`src/rtl/mem_ctrl.sv`:
```
// -----------------------------------------------------------------------------
// mem_ctrl -- byte-serial memory controller and arbiter
//
// Shares one 8-bit RAM/IO port between the instruction-fetch requester
// (always 4-byte reads) and the load/store requester (1/2/4-byte reads or
// writes). Reads use a pipelined protocol: an address registered on one edge
// returns its byte on mem_din in time to be sampled two edges later. Writes
// put one byte per cycle on the bus. Stores into the IO segment
// (address[17:16] == 2'b11) wait while the UART TX buffer is full.
//
// Ports
//   clk, rst           clock (rising edge), asynchronous active-low reset
//   rdy                global ready; low freezes every register
//   io_buffer_full     UART TX buffer full, stalls IO-segment store bytes
//   if_req/if_addr     fetch request (4-byte read), held until if_done
//   if_done/if_data    one-cycle completion pulse, little-endian fetched word
//   ls_req/ls_we/ls_size/ls_signed/ls_addr/ls_wdata
//                      load/store request, held until ls_done
//   ls_done/ls_rdata   one-cycle completion pulse, extended load result
//   mem_din            memory read data
//   mem_dout/mem_a/mem_wr
//                      memory write data, address, write strobe
// -----------------------------------------------------------------------------
module mem_ctrl #(
  parameter int ADDR_W = 32
) (
  input  logic              clk,
  input  logic              rst,
  input  logic              rdy,
  input  logic              io_buffer_full,
  input  logic              if_req,
  input  logic [ADDR_W-1:0] if_addr,
  output logic              if_done,
  output logic [31:0]       if_data,
  input  logic              ls_req,
  input  logic              ls_we,
  input  logic [1:0]        ls_size,
  input  logic              ls_signed,
  input  logic [ADDR_W-1:0] ls_addr,
  input  logic [31:0]       ls_wdata,
  output logic              ls_done,
  output logic [31:0]       ls_rdata,
  input  logic [7:0]        mem_din,
  output logic [7:0]        mem_dout,
  output logic [ADDR_W-1:0] mem_a,
  output logic              mem_wr
);

  typedef enum logic [1:0] {
    IDLE  = 2'd0,
    READ  = 2'd1,
    WRITE = 2'd2
  } state_e;

  // True when the address segment bits select the UART/IO region.
  function automatic logic is_io_seg(input logic [1:0] seg);
    return (seg == 2'b11);
  endfunction

  // Byte count of a load/store; size 3 behaves as a word.
  function automatic logic [2:0] size_to_n(input logic [1:0] size);
    logic [2:0] n;
    case (size)
      2'd0:    n = 3'd1;
      2'd1:    n = 3'd2;
      default: n = 3'd4;
    endcase
    return n;
  endfunction

  // Sign- or zero-extend an assembled load result to 32 bits.
  function automatic logic [31:0] extend_load(input logic [31:0] word,
                                              input logic [1:0]  size,
                                              input logic        sgn);
    logic [31:0] res;
    case (size)
      2'd0:    res = sgn ? {{24{word[7]}}, word[7:0]} : {24'd0, word[7:0]};
      2'd1:    res = sgn ? {{16{word[15]}}, word[15:0]} : {16'd0, word[15:0]};
      default: res = word;
    endcase
    return res;
  endfunction

  // Transaction state
  state_e              state_q, state_d;
  logic [ADDR_W-1:0]   addr_q, addr_d;
  logic [2:0]          n_q, n_d;
  logic [2:0]          iss_q, iss_d;
  logic [2:0]          rcv_q, rcv_d;
  // pipe_q[0]: an address was issued on the previous edge;
  // pipe_q[1]: an address was issued two edges ago, so its byte is on mem_din.
  logic [1:0]          pipe_q, pipe_d;
  logic                is_ls_q, is_ls_d;
  logic [1:0]          size_q, size_d;
  logic                signed_q, signed_d;
  logic [31:0]         wdata_q, wdata_d;
  logic [31:0]         rbuf_q, rbuf_d;

  // Registered outputs
  logic [ADDR_W-1:0]   mem_a_q, mem_a_d;
  logic [7:0]          mem_dout_q, mem_dout_d;
  logic                mem_wr_q, mem_wr_d;
  logic                if_done_q, if_done_d;
  logic                ls_done_q, ls_done_d;
  logic [31:0]         if_data_q, if_data_d;
  logic [31:0]         ls_rdata_q, ls_rdata_d;

  // Arbitration and datapath helpers
  logic                acc_go_s;
  logic [ADDR_W-1:0]   acc_addr_s;
  logic [2:0]          acc_n_s;
  logic                acc_we_s;
  logic [ADDR_W-1:0]   cur_addr_s;
  logic [7:0]          wr_byte_s;
  logic [31:0]         rd_word_s;
  logic                rd_issue_s;

  // Load/store wins over fetch; nothing is accepted while a done pulse is out,
  // so the done cycle is always the one idle cycle between transactions.
  assign acc_go_s   = (ls_req | if_req) & ~if_done_q & ~ls_done_q;
  assign acc_addr_s = ls_req ? ls_addr : if_addr;
  assign acc_n_s    = ls_req ? size_to_n(ls_size) : 3'd4;
  assign acc_we_s   = ls_req & ls_we;

  // Address of the next byte to issue; wraps naturally at 2^ADDR_W.
  assign cur_addr_s = addr_q + ADDR_W'(iss_q);
  assign wr_byte_s  = wdata_q[{iss_q[1:0], 3'b000} +: 8];
  assign rd_word_s  = rbuf_q | ({24'd0, mem_din} << {rcv_q[1:0], 3'b000});
  assign rd_issue_s = (iss_q < n_q);

  // Next-state and next-output logic for the IDLE/READ/WRITE sequencer.
  always_comb begin
    state_d    = state_q;
    addr_d     = addr_q;
    n_d        = n_q;
    iss_d      = iss_q;
    rcv_d      = rcv_q;
    pipe_d     = pipe_q;
    is_ls_d    = is_ls_q;
    size_d     = size_q;
    signed_d   = signed_q;
    wdata_d    = wdata_q;
    rbuf_d     = rbuf_q;
    mem_a_d    = mem_a_q;
    mem_dout_d = mem_dout_q;
    mem_wr_d   = mem_wr_q;
    if_data_d  = if_data_q;
    ls_rdata_d = ls_rdata_q;
    if_done_d  = 1'b0;
    ls_done_d  = 1'b0;

    case (state_q)
      IDLE: begin
        if (acc_go_s) begin
          addr_d   = acc_addr_s;
          n_d      = acc_n_s;
          is_ls_d  = ls_req;
          size_d   = ls_size;
          signed_d = ls_signed;
          wdata_d  = ls_wdata;
          rbuf_d   = 32'd0;
          rcv_d    = 3'd0;
          mem_a_d  = acc_addr_s;
          if (acc_we_s) begin
            // The first store byte goes out on the accept edge unless it
            // targets the IO segment while the UART buffer is full.
            state_d    = WRITE;
            pipe_d     = 2'b00;
            mem_dout_d = ls_wdata[7:0];
            if (is_io_seg(acc_addr_s[17:16]) && io_buffer_full) begin
              mem_wr_d = 1'b0;
              iss_d    = 3'd0;
            end else begin
              mem_wr_d = 1'b1;
              iss_d    = 3'd1;
            end
          end else begin
            state_d  = READ;
            mem_wr_d = 1'b0;
            iss_d    = 3'd1;
            pipe_d   = 2'b01;
          end
        end else begin
          mem_wr_d = 1'b0;
        end
      end

      READ: begin
        mem_wr_d = 1'b0;
        pipe_d   = {pipe_q[0], rd_issue_s};
        if (rd_issue_s) begin
          mem_a_d = cur_addr_s;
          iss_d   = iss_q + 3'd1;
        end else begin
          iss_d   = iss_q;
        end
        if (pipe_q[1]) begin
          rbuf_d = rd_word_s;
          rcv_d  = rcv_q + 3'd1;
          // The last byte is folded straight into the result register on
          // the same edge it is sampled.
          if (rcv_q == (n_q - 3'd1)) begin
            state_d = IDLE;
            pipe_d  = 2'b00;
            if (is_ls_q) begin
              ls_rdata_d = extend_load(rd_word_s, size_q, signed_q);
              ls_done_d  = 1'b1;
            end else begin
              if_data_d  = rd_word_s;
              if_done_d  = 1'b1;
            end
          end else begin
            state_d = READ;
          end
        end else begin
          rcv_d = rcv_q;
        end
      end

      WRITE: begin
        if (rd_issue_s) begin
          mem_a_d    = cur_addr_s;
          mem_dout_d = wr_byte_s;
          // A stalled IO byte keeps iss so it is retried every cycle.
          if (is_io_seg(cur_addr_s[17:16]) && io_buffer_full) begin
            mem_wr_d = 1'b0;
            iss_d    = iss_q;
          end else begin
            mem_wr_d = 1'b1;
            iss_d    = iss_q + 3'd1;
          end
        end else begin
          mem_wr_d  = 1'b0;
          ls_done_d = 1'b1;
          state_d   = IDLE;
        end
      end

      default: begin
        state_d  = IDLE;
        mem_wr_d = 1'b0;
      end
    endcase
  end

  // State and output registers; rdy low holds everything in place.
  always_ff @(posedge clk or negedge rst) begin
    if (!rst) begin
      state_q    <= IDLE;
      addr_q     <= '0;
      n_q        <= 3'd0;
      iss_q      <= 3'd0;
      rcv_q      <= 3'd0;
      pipe_q     <= 2'b00;
      is_ls_q    <= 1'b0;
      size_q     <= 2'd0;
      signed_q   <= 1'b0;
      wdata_q    <= 32'd0;
      rbuf_q     <= 32'd0;
      mem_a_q    <= '0;
      mem_dout_q <= 8'd0;
      mem_wr_q   <= 1'b0;
      if_done_q  <= 1'b0;
      ls_done_q  <= 1'b0;
      if_data_q  <= 32'd0;
      ls_rdata_q <= 32'd0;
    end else if (rdy) begin
      state_q    <= state_d;
      addr_q     <= addr_d;
      n_q        <= n_d;
      iss_q      <= iss_d;
      rcv_q      <= rcv_d;
      pipe_q     <= pipe_d;
      is_ls_q    <= is_ls_d;
      size_q     <= size_d;
      signed_q   <= signed_d;
      wdata_q    <= wdata_d;
      rbuf_q     <= rbuf_d;
      mem_a_q    <= mem_a_d;
      mem_dout_q <= mem_dout_d;
      mem_wr_q   <= mem_wr_d;
      if_done_q  <= if_done_d;
      ls_done_q  <= ls_done_d;
      if_data_q  <= if_data_d;
      ls_rdata_q <= ls_rdata_d;
    end
  end

  assign mem_a    = mem_a_q;
  assign mem_dout = mem_dout_q;
  // A frozen cycle must never write, even mid-store.
  assign mem_wr   = mem_wr_q & rdy;
  assign if_done  = if_done_q;
  assign if_data  = if_data_q;
  assign ls_done  = ls_done_q;
  assign ls_rdata = ls_rdata_q;

endmodule

```
`config.mk`:
```
export PLATFORM = sky130hd
export DESIGN_NAME = mem_ctrl
export DESIGN_NICKNAME = d
export VERILOG_FILES = /design/src/rtl/mem_ctrl.sv
export SDC_FILE = /design/constraint.sdc
export NUM_CORES = 1
export LEC_CHECK = 0
export ABC_AREA = 1
export CAP_MARGIN = 20
export CORE_MARGIN = 2
export CORE_UTILIZATION = 56
export CTS_CLUSTER_DIAMETER = 200
export CTS_CLUSTER_SIZE = 20
export DETAILED_ROUTE_END_ITERATION = 10
export GPL_TIMING_DRIVEN = 0
export PLACE_DENSITY = 0.86
export RECOVER_POWER = 100
export SKIP_LAST_GASP = 1
export SYNTH_ARGS = -nofsm -noshare
export SYNTH_HDL_FRONTEND = slang
export SYNTH_SLANG_ARGS = --single-unit
```
`constraint.sdc`:
```
create_clock -name clk -period 6.4 [get_ports clk]
set_input_delay 1.28 -clock clk [delete_from_list [all_inputs] [get_ports clk]]
set_output_delay 1.28 -clock clk [all_outputs]
set_load 0.01 [all_outputs]
```
==> summary.md <==
| Metric | Value |
|---|---|
| Critical Path Start | rst |
| Clk_skew | 0.02402 ns |
| DIE AREA | 0.02101 mm2 |
| CP endpoint kind | async pin |
| Global-route wire length before repair | 54430 um |
| Grt ovf | 0 |
| Post-route DRC | 0 |
| Tcrit/Tclk final | 0.6705 |
| Syn_area_per_cell | 7.896 um2 |
| R2R depth | 14 |
| Failing checks | capacitance limit, slew limit |
| Pins over their slew limit | 72 |
| Synth Area in Adders | 0.01529 |
| Max Cap Viol | 1 |
| Routed vias | 10600 |
| Worst endpoint required time | 6.10 ns |
| Cts repair resizes | 0 |
| CP max stage delay | 2.64 ns |
| Buffers inserted by post-CTS timing repair | 0 |
| Fillcell total | 1620 |
| Netlist Area Pre-Place | 0.01113 mm2 |
| Slew HR | -1.567 |
| Worst path cell trace | clkbuf_1 |
| CTS sink count | 220 |
| WL final | 33470 um |
| Leakage dissipation | 6.584 nW |
| Drt wl/cell | 17.53 um |
| Multi-input combinational cell area | 0.004678 mm2 |
| Crit path to | if_data[17] |
| F_max | 0.2330 GHz |
| Post-synthesis compound-gate area fraction | 0.1536 |
| Vias/cell | 5.551 |
| H-tree depth | 1 |
| Largest net degree at the start of global routing | 84 |
| Clock Pin Slew Worst Setup and Hold Paths | 0.08 ns |
| Sequential cell area | 0.005505 mm2 |
| Count of final hold-check violations | 0 |
| CP Max Fanout | 72 |
| Synth Area in XOR/XNOR | 0.01496 |
| Most frequent cells in the layout | 518 x nand2_1, 220 x dfrtp_1, 181 x o21ai_0 |
| GRT Util Overall | 0.3187 |
| Detailed Routing Iterations Pass 1 | 6 |
| Initial antenna violation count | 0 |
| Power per cell area | 430.2 mW/mm2 |
| Layout Area Growth over Synthesis | 24.61% |
| RSZ-0062 raised after global routing | false |
| PnR Total Power | 5.964 mW |
| Clock Root Buffer | clkbuf_16 |
| CP top delay family | buffers and inverters |
| Setup TNS | 0 ns |
| Initial DRC Count | 848 |
| Die height | 145.0 um |
| PortBufs | 219 |
| Max stage delay cell, worst path | clkbuf_1 |
| RD Place Congestion | 0.9611 |
| Commonest non-fill, non-tap cell in the layout | nand2_1 |
| Post-synthesis mux area share | 0.001799 |
| HPWL Detailed | 25340 um |
| Reg2Reg Setup Slack | 3.29 ns |
| Area leader, netlist | dfrtp_1 |
| CTS tree | yes |
| Post-synthesis simple-gate area fraction | 0.2457 |
| CTS Buf Count | 14 |
| EDFF count, synth | 0 |
| FFs w/ async S/R, synth | 1.000 |
| # diodes | 0 |
| Synth cell types | 47 |
| Hold buffer count at CTS | 0 |
| Fraction of layout instances using a drive strength above 1 | 0.02857 |
| CP Buf/Inv Count | 1 |
| # setup viols final | 0 |
| Outcome | finished, violations left |
| Vias in the first global route | 10510 |
| Actual slew at the worst max-slew pin | 3.851 ns |
| Num rows | 51 |
| Synth Register Bits | 220 |
| Post-route minimum period | 4.291 ns |
| Largest family of logic cells by synthesized area | simple AND/OR/NAND/NOR gates |
| Crit Path Class | in2async |
| Crit path depth | 1 |
| Top post-synthesis cells by area | dfrtp_1 49%, nand2_1 17%, o21ai_0 6.6%, inv_1 3.6%, nor2_1 2.8% |
| Post-synth top flop | dfrtp_1 |
| Boundary pin count | 221 |
| Clk buf depth | 3 |
| Worst R2R End | iss_q[0] |
| Worst-Skew Late Latency | 0.49 ns |
| Antenna-violating nets left | 0 |
| Die width | 145.0 um |
| Reg2reg start | iss_q[1] |
| Seq/Total Area, Yosys | 0.4948 |
| WP data arrival | 4.00 ns |
| Core Box Area | 0.01946 mm2 |
| Initial Util | 0.5716 |
| Nets | 1773 |
| Share of the synthesized area in the top cell type | 0.4948 |
| Mapped Nets | 1536 |
| Worst Setup Start Kind | input pin |
| Mapped Cells | 1409 |
| Worst vdd ir | 0.2161 mV |
| Worst min path class | reg2reg |
| Ys Warns | 0 |
flip-flops by register name, summed over array words and instances (netlist names):
name / cells
state_q: 2
if_done: 1
iss_q: 3
mem_a: 32
if_data: 32
wdata_q: 32
signed_q: 1
size_q: 2
rcv_q: 3
pipe_q: 2
mem_dout: 8
ls_rdata: 32
n_q: 3
is_ls_q: 1
rbuf_q: 32
addr_q: 32
ls_done: 1
mem_wr_q: 1
cells in the mapped netlist, types with 4 or more instances:
master      n
nand2_1   515
dfrtp_1   220
o21ai_0   146
inv_1     107
nor2_1     83
nand3_1    56
a21oi_1    26
clkbuf_1   26
a211oi_1   25
o21ai_2    24
buf_2      23
o21ai_1    19
o21a_1     15
xor2_1     15
ha_1       12
a31oi_1    10
buf_4      10
o221ai_1    8
buf_6       7
nor3_1      7
inv_2       6
o211ai_1    6
buf_1       4
nor2_2      4
xnor2_1     4
power by group:
group	internal, mW	switching, mW	leakage (nW)
sequential	1.95	0.347	2.81
clock	0.418	0.467	0.185
combinational	1.06	1.72	3.59
total	3.43	2.54	6.58
how the worst min path moves through the flow:
stage                startpoint           to  slack, ns  cells after the start
floorplan           wdata_q[16]  wdata_q[16]       0.44                      2
global placement    wdata_q[21]  wdata_q[21]       0.45                      2
detailed placement  wdata_q[11]  wdata_q[11]       0.46                      2
CTS                 wdata_q[11]  wdata_q[11]       0.48                      2
global route        wdata_q[17]  wdata_q[17]       0.49                      2
finish              wdata_q[17]  wdata_q[17]       0.47                      2
layer usage:
| layer | up-vias | share of wire | track usage |
|---|---|---|---|
| met5 | - | 0 | 0 |
| met4 | 0 | 0.026 | 0.08465 |
| met3 | 65 | 0.083 | 0.04937 |
| met2 | 520 | 0.48 | 0.5362 |
| met1 | 5013 | 0.41 | 0.4339 |
| li1 | 5005 | - | - |
per-stage QoR:
| stage | worst slack (ns) | cell area, um2 | util | instances | hold WS (ns) |
|---|---|---|---|---|---|
| after CTS | 2.495 | 14080 | 0.7237 | 1910 | 0.4762 |
| after global placement | -5.139 | 13650 | 0.7013 | 1893 | 0.4507 |
| after detailed placement | 2.496 | 13710 | 0.7044 | 1895 | 0.4556 |
| final | 2.109 | 13860 | 0.7123 | 1910 | 0.4733 |
| after global routing | 1.479 | 13860 | 0.7123 | 1910 | 0.4885 |
| after floorplan | 3.730 | 11130 | - | 1409 | 0.4366 |
area by class of cell:
class,instances,share of cell area
plain buffers,71,0.02148
clock buffers,15,0.02708
inverters,115,0.03132
multi-input cells,1003,0.3375
flip-flops and latches,220,0.3971
well taps,265,0.02392
repair buffers,221,0.1616
cells by family after synthesis:
group / after synthesis
AO/OA/AOI/OAI: 286
multiplexers: 2
flip-flops: 220
AND/OR/NAND/NOR: 683
adder cells (fa/ha/maj): 13
XOR/XNOR: 19
buffers and inverters: 186
Power figures use the tool's default switching activity.
